--- config.mk ---
export PLATFORM = sky130hd
export DESIGN_NAME = gpmc_pwm_bank
export DESIGN_NICKNAME = d
export VERILOG_FILES = /design/src/rtl/gpmc_pwm_bank.sv
export SDC_FILE = /design/constraint.sdc
export NUM_CORES = 1
export LEC_CHECK = 0
export BUFFER_PORTS_ARGS = -buffer_cell sky130_fd_sc_hd__buf_2
export CAP_MARGIN = 5
export CELL_PAD_IN_SITES_DETAIL_PLACEMENT = 1
export CELL_PAD_IN_SITES_GLOBAL_PLACEMENT = 2
export CORE_AREA = 2 2 196 275
export CTS_CLUSTER_DIAMETER = 80
export DETAILED_ROUTE_END_ITERATION = 6
export DIE_AREA = 0 0 198 277
export GPL_TIMING_DRIVEN = 1
export PLACE_DENSITY_LB_ADDON = 0.15
export SYNTH_ARGS = -nofsm -noshare
export SYNTH_HDL_FRONTEND = slang
export SYNTH_SLANG_ARGS = --single-unit
--- constraint.sdc ---
create_clock -name clk -period 13.95 [get_ports clk]
set_clock_uncertainty 0.15 [all_clocks]
set_input_delay 2.79 -clock clk [delete_from_list [all_inputs] [get_ports clk]]
set_output_delay 2.79 -clock clk [all_outputs]
set_load 0.005 [all_outputs]
--- src/rtl/gpmc_pwm_bank.sv ---
// Register-mapped PWM bank behind the GPMC bridge: CTRL/PRESCALE/PERIOD/DUTY/STATUS registers,
// shadowed PERIOD/DUTY that load at period wrap, and registered PWM outputs.
module gpmc_pwm_bank #(
    parameter int NUM_CH     = 4,
    parameter int DATA_WIDTH = 16,
    parameter int ADDR_WIDTH = 4
) (
    input  logic                  clk,
    input  logic                  rst,
    input  logic                  wr_en,
    input  logic                  rd_en,
    input  logic [ADDR_WIDTH-1:0] addr,
    input  logic [DATA_WIDTH-1:0] wdata,
    output logic [DATA_WIDTH-1:0] rdata,
    output logic                  rd_valid,
    output logic [NUM_CH-1:0]     pwm_out,
    output logic                  period_irq
);

    localparam int CH_W = (NUM_CH > 1) ? $clog2(NUM_CH) : 1;
    localparam logic [ADDR_WIDTH-1:0] ADDR_CTRL     = ADDR_WIDTH'(0);
    localparam logic [ADDR_WIDTH-1:0] ADDR_PRESCALE = ADDR_WIDTH'(1);
    localparam logic [ADDR_WIDTH-1:0] ADDR_PERIOD   = ADDR_WIDTH'(2);
    localparam logic [ADDR_WIDTH-1:0] ADDR_DUTY0    = ADDR_WIDTH'(3);
    localparam logic [ADDR_WIDTH-1:0] ADDR_STATUS   = ADDR_WIDTH'(7);
    localparam logic [15:0]           STATUS_MAX    = 16'hFFFF;

    logic [DATA_WIDTH-1:0] ctrl_r;
    logic [DATA_WIDTH-1:0] prescale_r;
    logic [DATA_WIDTH-1:0] period_pend_r;
    logic [DATA_WIDTH-1:0] period_act_r;
    logic [DATA_WIDTH-1:0] duty_pend_r [NUM_CH];
    logic [DATA_WIDTH-1:0] duty_act_r  [NUM_CH];
    logic [DATA_WIDTH-1:0] pre_cnt_r;
    logic [DATA_WIDTH-1:0] cnt_r;
    logic [15:0]           status_r;

    logic                  run_s;
    logic [NUM_CH-1:0]     ch_en_s;
    logic                  tick_s;
    logic                  wrap_s;
    logic                  in_duty_s;
    logic [ADDR_WIDTH-1:0] duty_off_s;
    logic [CH_W-1:0]       duty_idx_s;
    logic                  wr_ctrl_s;
    logic                  wr_prescale_s;
    logic                  wr_period_s;
    logic                  wr_duty_s;
    logic                  wr_status_s;
    logic [DATA_WIDTH-1:0] rd_mux_s;

    assign run_s   = ctrl_r[0];
    assign ch_en_s = ctrl_r[4 +: NUM_CH];
    assign tick_s  = run_s && (pre_cnt_r == prescale_r);
    assign wrap_s  = tick_s && (cnt_r == period_act_r);

    assign in_duty_s  = (addr >= ADDR_DUTY0) && (addr < (ADDR_DUTY0 + ADDR_WIDTH'(NUM_CH)));
    assign duty_off_s = addr - ADDR_DUTY0;
    assign duty_idx_s = duty_off_s[CH_W-1:0];

    assign wr_ctrl_s     = wr_en && (addr == ADDR_CTRL);
    assign wr_prescale_s = wr_en && (addr == ADDR_PRESCALE);
    assign wr_period_s   = wr_en && (addr == ADDR_PERIOD);
    assign wr_duty_s     = wr_en && in_duty_s;
    assign wr_status_s   = wr_en && (addr == ADDR_STATUS);

    // Read-back mux; PERIOD/DUTY return the pending (host-visible) copies
    always_comb begin
        rd_mux_s = '0;
        case (addr)
            ADDR_CTRL:     rd_mux_s = ctrl_r;
            ADDR_PRESCALE: rd_mux_s = prescale_r;
            ADDR_PERIOD:   rd_mux_s = period_pend_r;
            ADDR_STATUS:   rd_mux_s = DATA_WIDTH'(status_r);
            default:       rd_mux_s = in_duty_s ? duty_pend_r[duty_idx_s] : '0;
        endcase
    end

    // Host-writable configuration and pending shadow registers
    always_ff @(posedge clk or posedge rst) begin
        if (rst) begin
            ctrl_r        <= '0;
            prescale_r    <= '0;
            period_pend_r <= '0;
            for (int i = 0; i < NUM_CH; i++) duty_pend_r[i] <= '0;
        end else begin
            if (wr_ctrl_s)     ctrl_r                  <= wdata;
            if (wr_prescale_s) prescale_r              <= wdata;
            if (wr_period_s)   period_pend_r           <= wdata;
            if (wr_duty_s)     duty_pend_r[duty_idx_s] <= wdata;
        end
    end

    // Active copies follow pending while stopped, otherwise only at wrap
    always_ff @(posedge clk or posedge rst) begin
        if (rst) begin
            period_act_r <= '0;
            for (int i = 0; i < NUM_CH; i++) duty_act_r[i] <= '0;
        end else if (!run_s || wrap_s) begin
            period_act_r <= period_pend_r;
            for (int i = 0; i < NUM_CH; i++) duty_act_r[i] <= duty_pend_r[i];
        end
    end

    // Prescaler and period counter, both parked at zero while stopped
    always_ff @(posedge clk or posedge rst) begin
        if (rst) begin
            pre_cnt_r <= '0;
            cnt_r     <= '0;
        end else if (!run_s) begin
            pre_cnt_r <= '0;
            cnt_r     <= '0;
        end else begin
            if (wr_prescale_s || tick_s) pre_cnt_r <= '0;
            else                         pre_cnt_r <= pre_cnt_r + DATA_WIDTH'(1);
            if (wrap_s)      cnt_r <= '0;
            else if (tick_s) cnt_r <= cnt_r + DATA_WIDTH'(1);
        end
    end

    // Saturating wrap counter; a host write on the wrap clock still clears it
    always_ff @(posedge clk or posedge rst) begin
        if (rst)                                      status_r <= 16'h0000;
        else if (wr_status_s)                         status_r <= 16'h0000;
        else if (wrap_s && (status_r != STATUS_MAX))  status_r <= status_r + 16'h0001;
    end

    // Registered PWM pins and wrap pulse
    always_ff @(posedge clk or posedge rst) begin
        if (rst) begin
            pwm_out    <= '0;
            period_irq <= 1'b0;
        end else begin
            for (int i = 0; i < NUM_CH; i++)
                pwm_out[i] <= run_s & ch_en_s[i] & (cnt_r < duty_act_r[i]);
            period_irq <= wrap_s;
        end
    end

    // Registered read port; rdata holds between reads
    always_ff @(posedge clk or posedge rst) begin
        if (rst) begin
            rdata    <= '0;
            rd_valid <= 1'b0;
        end else begin
            rd_valid <= rd_en;
            if (rd_en) rdata <= rd_mux_s;
        end
    end

endmodule

# Word-level counts from Yosys, hierarchy flattened
# Index checks and enable logic that the tools add are counted.
word_totals:
  in_bits: 24
  register_bits: 262
  out_inout_bits: 22
op_classes:
  n_addsub: 4
  bitwise: 9
  reduce_logical: 15
  mux: 15
  magnitude_cmp: 8
  eq_ne: 7
ops:
  columns: ["op", "count"]
  rows:
  - ["16-bit 2-to-1 mux", 11]
  - ["64-bit bitwise mux", 1]
  - ["16-bit < comparator", 4]
  - ["16-bit case mux with 4 select lines", 1]
  - ["16-bit by 1-bit adder with 16-bit output (second input constant)", 3]
  - ["16-bit binary-select mux with 2-bit select", 1]
  - ["16-bit demux with 2-bit select", 1]
  - ["16-bit equality test", 2]
  - ["16-bit inequality test (second input constant)", 1]
  - ["1-bit logical AND", 10]
  - ["1-bit AND", 8]
  - ["4-bit by 1-bit equality test with 1-bit output (second input constant)", 1]
  - ["4-bit by 2-bit equality test with 1-bit output (second input constant)", 1]
  - ["4-bit by 3-bit equality test with 1-bit output (second input constant)", 1]
  - ["4-bit by 2-bit greater-or-equal comparator with 1-bit output (second input constant)", 1]
  - ["4-bit zero test", 1]
  - ["4-bit by 3-bit < comparator with 1-bit output (second input constant)", 1]
  - ["3-bit greater-or-equal comparator (second input constant)", 1]
  - ["3-bit by 1-bit < comparator with 1-bit output (second input constant)", 1]
  - ["3-bit by 1-bit inequality test with 1-bit output (second input constant)", 1]
  - ["2-bit inverter with 3-bit output", 1]
  - ["1-bit logical OR", 2]
  - ["2-bit nonzero test", 1]
  - ["2-bit subtractor (second input constant)", 1]
  - ["1-bit zero test", 1]

# Depth between registers and ports, before layout
depth:
  word_depth: 7
  depth_mapped: 10
  ltp_nobuf: 7

# Least setup slack after synthesis
# Ideal clock, no wire load.
synth_path:
  kind: "input port to flip-flop"
  startpoint: "in addr[0]"
  endpoint: "reg rdata[0]"
  n_path_buf: 4
  path_slack_ns: 8.397
  t_arrival_ns: 5.253
  stages: 9
  required_time_ns: 13.650
  path_cell_list: "clkbuf_1 buf_1 inv_1 ha_1 clkbuf_1 clkbuf_1 mux4_2 nand2_1 a41oi_1"
synth_between:
  elab_chain_len: 7
synth_lines:
  columns: ["element", "line", "rtl"]
  rows:
  - ["start: declaration", "12", "input logic [ADDR_WIDTH-1:0] addr,"]
  - ["2-bit subtractor", "58", "assign duty_off_s = addr - ADDR_DUTY0;"]
  - ["2-bit inverter with 3-bit output (not written as such)", "75", "default: rd_mux_s = in_duty_s ? duty_pend_r[duty_idx_s] : '0;"]
  - ["16-bit binary-select mux with 2-bit select", "75", null]
  - ["16-bit 2-to-1 mux (not written as such) (2 in series)", "75", null]
  - ["16-bit 2-to-1 mux", "75", null]
  - ["16-bit case mux with 4 select lines (*)", "70", "case (addr)"]
  - ["end signal: assignment", "147", "if (rd_en) rdata <= rd_mux_s;"]
  - ["end: declaration", "14", "output logic [DATA_WIDTH-1:0] rdata,"]
# Every way passes the cells marked *; elsewhere a longest branch is shown, timed or not. The select of a mux whose other input is x is not followed.
# A chain may end at the register's enable or synchronous reset.

# Worst setup path after layout
layout_path:
  startpoint: "in addr[0]"
  endpoint: "reg status_r[15]"
layout_between:
  elab_chain_len: 3
layout_lines:
  columns: ["element", "line", "rtl"]
  rows:
  - ["4-bit by 3-bit equality test with 1-bit output (*)", "65", "assign wr_status_s = wr_en && (addr == ADDR_STATUS);"]
  - ["1-bit logical AND (*)", "65", null]
  - ["16-bit 2-to-1 mux / 2-bit nonzero test (equally long branches)", null, null]
  - ["end signal: assignment", "125", "else if (wrap_s && (status_r != STATUS_MAX)) status_r <= status_r + 16'h0001;"]
  - ["end: declaration", "36", "logic [15:0] status_r;"]
# Every way passes the cells marked *; elsewhere a longest branch is shown, timed or not.

==> results.cfg <==
[route]
drtIter0Drc = 229
top_layer = met4
dr.pass1.iters = 5
wirelength_mm = 39.0
drc_errors = 0
vias_per_cell = 4.59
wl_per_cell_um = 21.2
dr_wl_met2_mm = 21.0
ant_nets = 0
m1WireLength_mm = 16.5
num_vias = 8442
dr_wl_met3_um = 857

[place]
hpwl_mm = 28.8
io_buffers = 45
gp_congestion = 0.725
pre_cts_slack_ns = 8.17

[final_layout]
antenna_cells = 0
syn_to_final_growth_pct = 14.4
fillCellCount = 5753
multi_input_area_mm2 = 0.00598
nets = 1199
regArea_mm2 = 0.00656
drive_gt1_share_pct = 28.1

[power]
leakagePower_nw = 6.70
switching_power_mw = 0.749
p_per_area_mw_per_mm2 = 162
switching_share_pct = 31.0
internal_power_mw = 1.67
peakVddDrop_uv = 84.0
seqPwrFrac_pct = 46.6
clock_power_share_pct = 31.0
comb_power_share_pct = 22.4

[floorplan]
fp-row-count = 100
die_w_um = 198
coreArea_mm2 = 0.0527
start_util_pct = 24.7
die-area_mm2 = 0.0548
boundaryPins = 46
fp.dieH_um = 277

[critical_path]
path_buf_inv = 1
slowest_stage = and3b_1
cpPeakStageDelay_ns = 0.69
path_delay_family = simple AND/OR/NAND/NOR gates
arrival_ns = 5.42
cp_max_fo = 19
start_kind = input port
crit_type = input port to flip-flop
worstPathRequired_ns = 14.25
crit_chain = buf_2 > ha_1 > and3b_1 > and2_1 > nor2_1 > a31o_2
crit_path_end_kind = flip-flop

[synthesis]
synth_top_cell_area_share_pct = 50.4
yosys_register_bits = 262
yosysSeqAreaShare_pct = 50.4
yosysTopAreaCell = dfrtp_1
syn_avg_cell_area_um2 = 12.1
syn_area_mm2 = 0.0130
synth.distinct_cells = 45
synth_warnings = 0
synth-edff-count = 0
async_reset_ff_share_pct = 100
synthTopCellsByArea = dfrtp_1 50%, mux2_2 17%, ha_1 6.4%
synth_ff_type = dfrtp_1
syn_inst = 1072
synthTopCellsByCount = 262 x dfrtp_1, 191 x mux2_2, 70 x inv_1, 68 x nor2_1, 67 x ha_1
synth_most_common_cell = dfrtp_1
synth_nets = 1163

[timing]
setup_viol = 0
finalSetupTns_ns = 0
rsz0062_at_grt = no
final-hold-violation-count = 0
period_minus_slack_ns = 5.12
fmax_mhz = 195
timing.final.crit_share_pct = 36.7
finalMaxSlewViolations = 0
slew_headroom_pct = 27.0
whs_ns = 0.354
tightest_slew_ns = 1.09
setup_slack_ns = 8.83

[cts]
cts-htree-levels = 1
insertion_delay_ns = 0.56
hold_buffers = 0
post-cts-setup-buffer-count = 0
post_cts_resized = 0
clock_path_buffers = 3
cts_buffers = 29
clock-sinks = 262
cts_tree = yes
clkSlewWorstSetupHoldPaths_ns = 0.06
cts_root_buf = clkbuf_16

[flow_run]
cap_violations = 0

[run_status]
status = finished clean

[grt]
antenna_found_initial = 0
grt_remaining_overflow = 0
grtUsageTotal_pct = 14.8
grt_pass1_vias = 9357
grt_pass1_wl_mm = 60.8
grt_max_degree = 71

[worst_hold_path]
hp-class = flip-flop to flip-flop
==> cells in the final DEF (no fill, tap or decap), drive strengths merged, types with 22 or more instances in the layout <==
master    n
mux2    191
inv      70
nor2     68
clkbuf   38
dfrtp   262
buf      53
nand2    41
ha       67
xor2     42
a22oi    32
nand4    22
a21oi    39
==> per-stage QoR <==
step | total power, mW | utilization (%) | instance area (µm²) | std cells
after CTS | 2.47 | 28.2 | 14900 | 1840
after global placement | 1.68 | 26.6 | 14000 | 1791
after floorplan | 1.48 | - | 13000 | 1072
after detailed placement | 1.70 | 26.6 | 14000 | 1791
after global routing | 2.58 | 28.2 | 14900 | 1840
final | 2.42 | 28.2 | 14900 | 1840
==> power by group through the flow <==
stage	combinational (mW)	sequential [mW]	clock (mW)
4_1_cts	0.561	1.13	0.784
5_1_grt	0.612	1.16	0.812
2_1_floorplan	0.411	1.07	0
3_3_place_gp	0.544	1.14	0
6_report	0.542	1.13	0.750
3_5_place_dp	0.556	1.14	0
==> kinds of logic after synthesis <==
group / count (synthesis) / share of synthesized area [%]
buf+inv: 118 / 3.62
compound gates: 126 / 6.52
mux: 209 / 19.5
flops: 262 / 50.4
simple gates: 227 / 9.21
fa+ha+maj: 67 / 6.45
xor+xnor: 63 / 4.30
==> path summary, 6_finish.rpt <==
kind | startpoint | to | slack (ns) | cells after the start
max | addr[0] | status_r[15] | 8.83 | 6
min | duty_act_r[42] | duty_act_r[42] | 0.35 | 1
max reg2reg | cnt_r[1] | duty_act_r[0] | 10.07 | 7
min reg2reg | duty_act_r[42] | duty_act_r[42] | 0.35 | 1
max in group asynchronous | rst | duty_pend_r[47] | 9.37 | 4
min in group asynchronous | rst | ctrl_r[13] | 2.11 | 2
==> routing by layer <==
metal	vias to the layer above	track usage, %
li1	3902	-
met1	4442	18.1
met2	65	27.5
met3	33	1.68
met4	0	3.35
met5	-	0
==> state kept, by name, indices dropped and copies added, names as in the netlist <==
name and cells:
pwm_out 4, rdata 16, period_irq 1, period_act_r 16, rd_valid 1, cnt_r 16
prescale_r 16, period_pend_r 16, duty_act_r 64, status_r 16, pre_cnt_r 16, duty_pend_r 64
ctrl_r 16
==> area by class of cell <==
cell class | instances | share of cell area (%)
timing repair buffer | 53 | 1.92
inverter | 70 | 1.82
clock inverter | 11 | 0.740
tap | 714 | 6.01
multi-input combinational | 692 | 40.2
sequential | 262 | 44.1
clock buffer | 38 | 5.24
No activity file was read; power rests on OpenSTA's default activity.
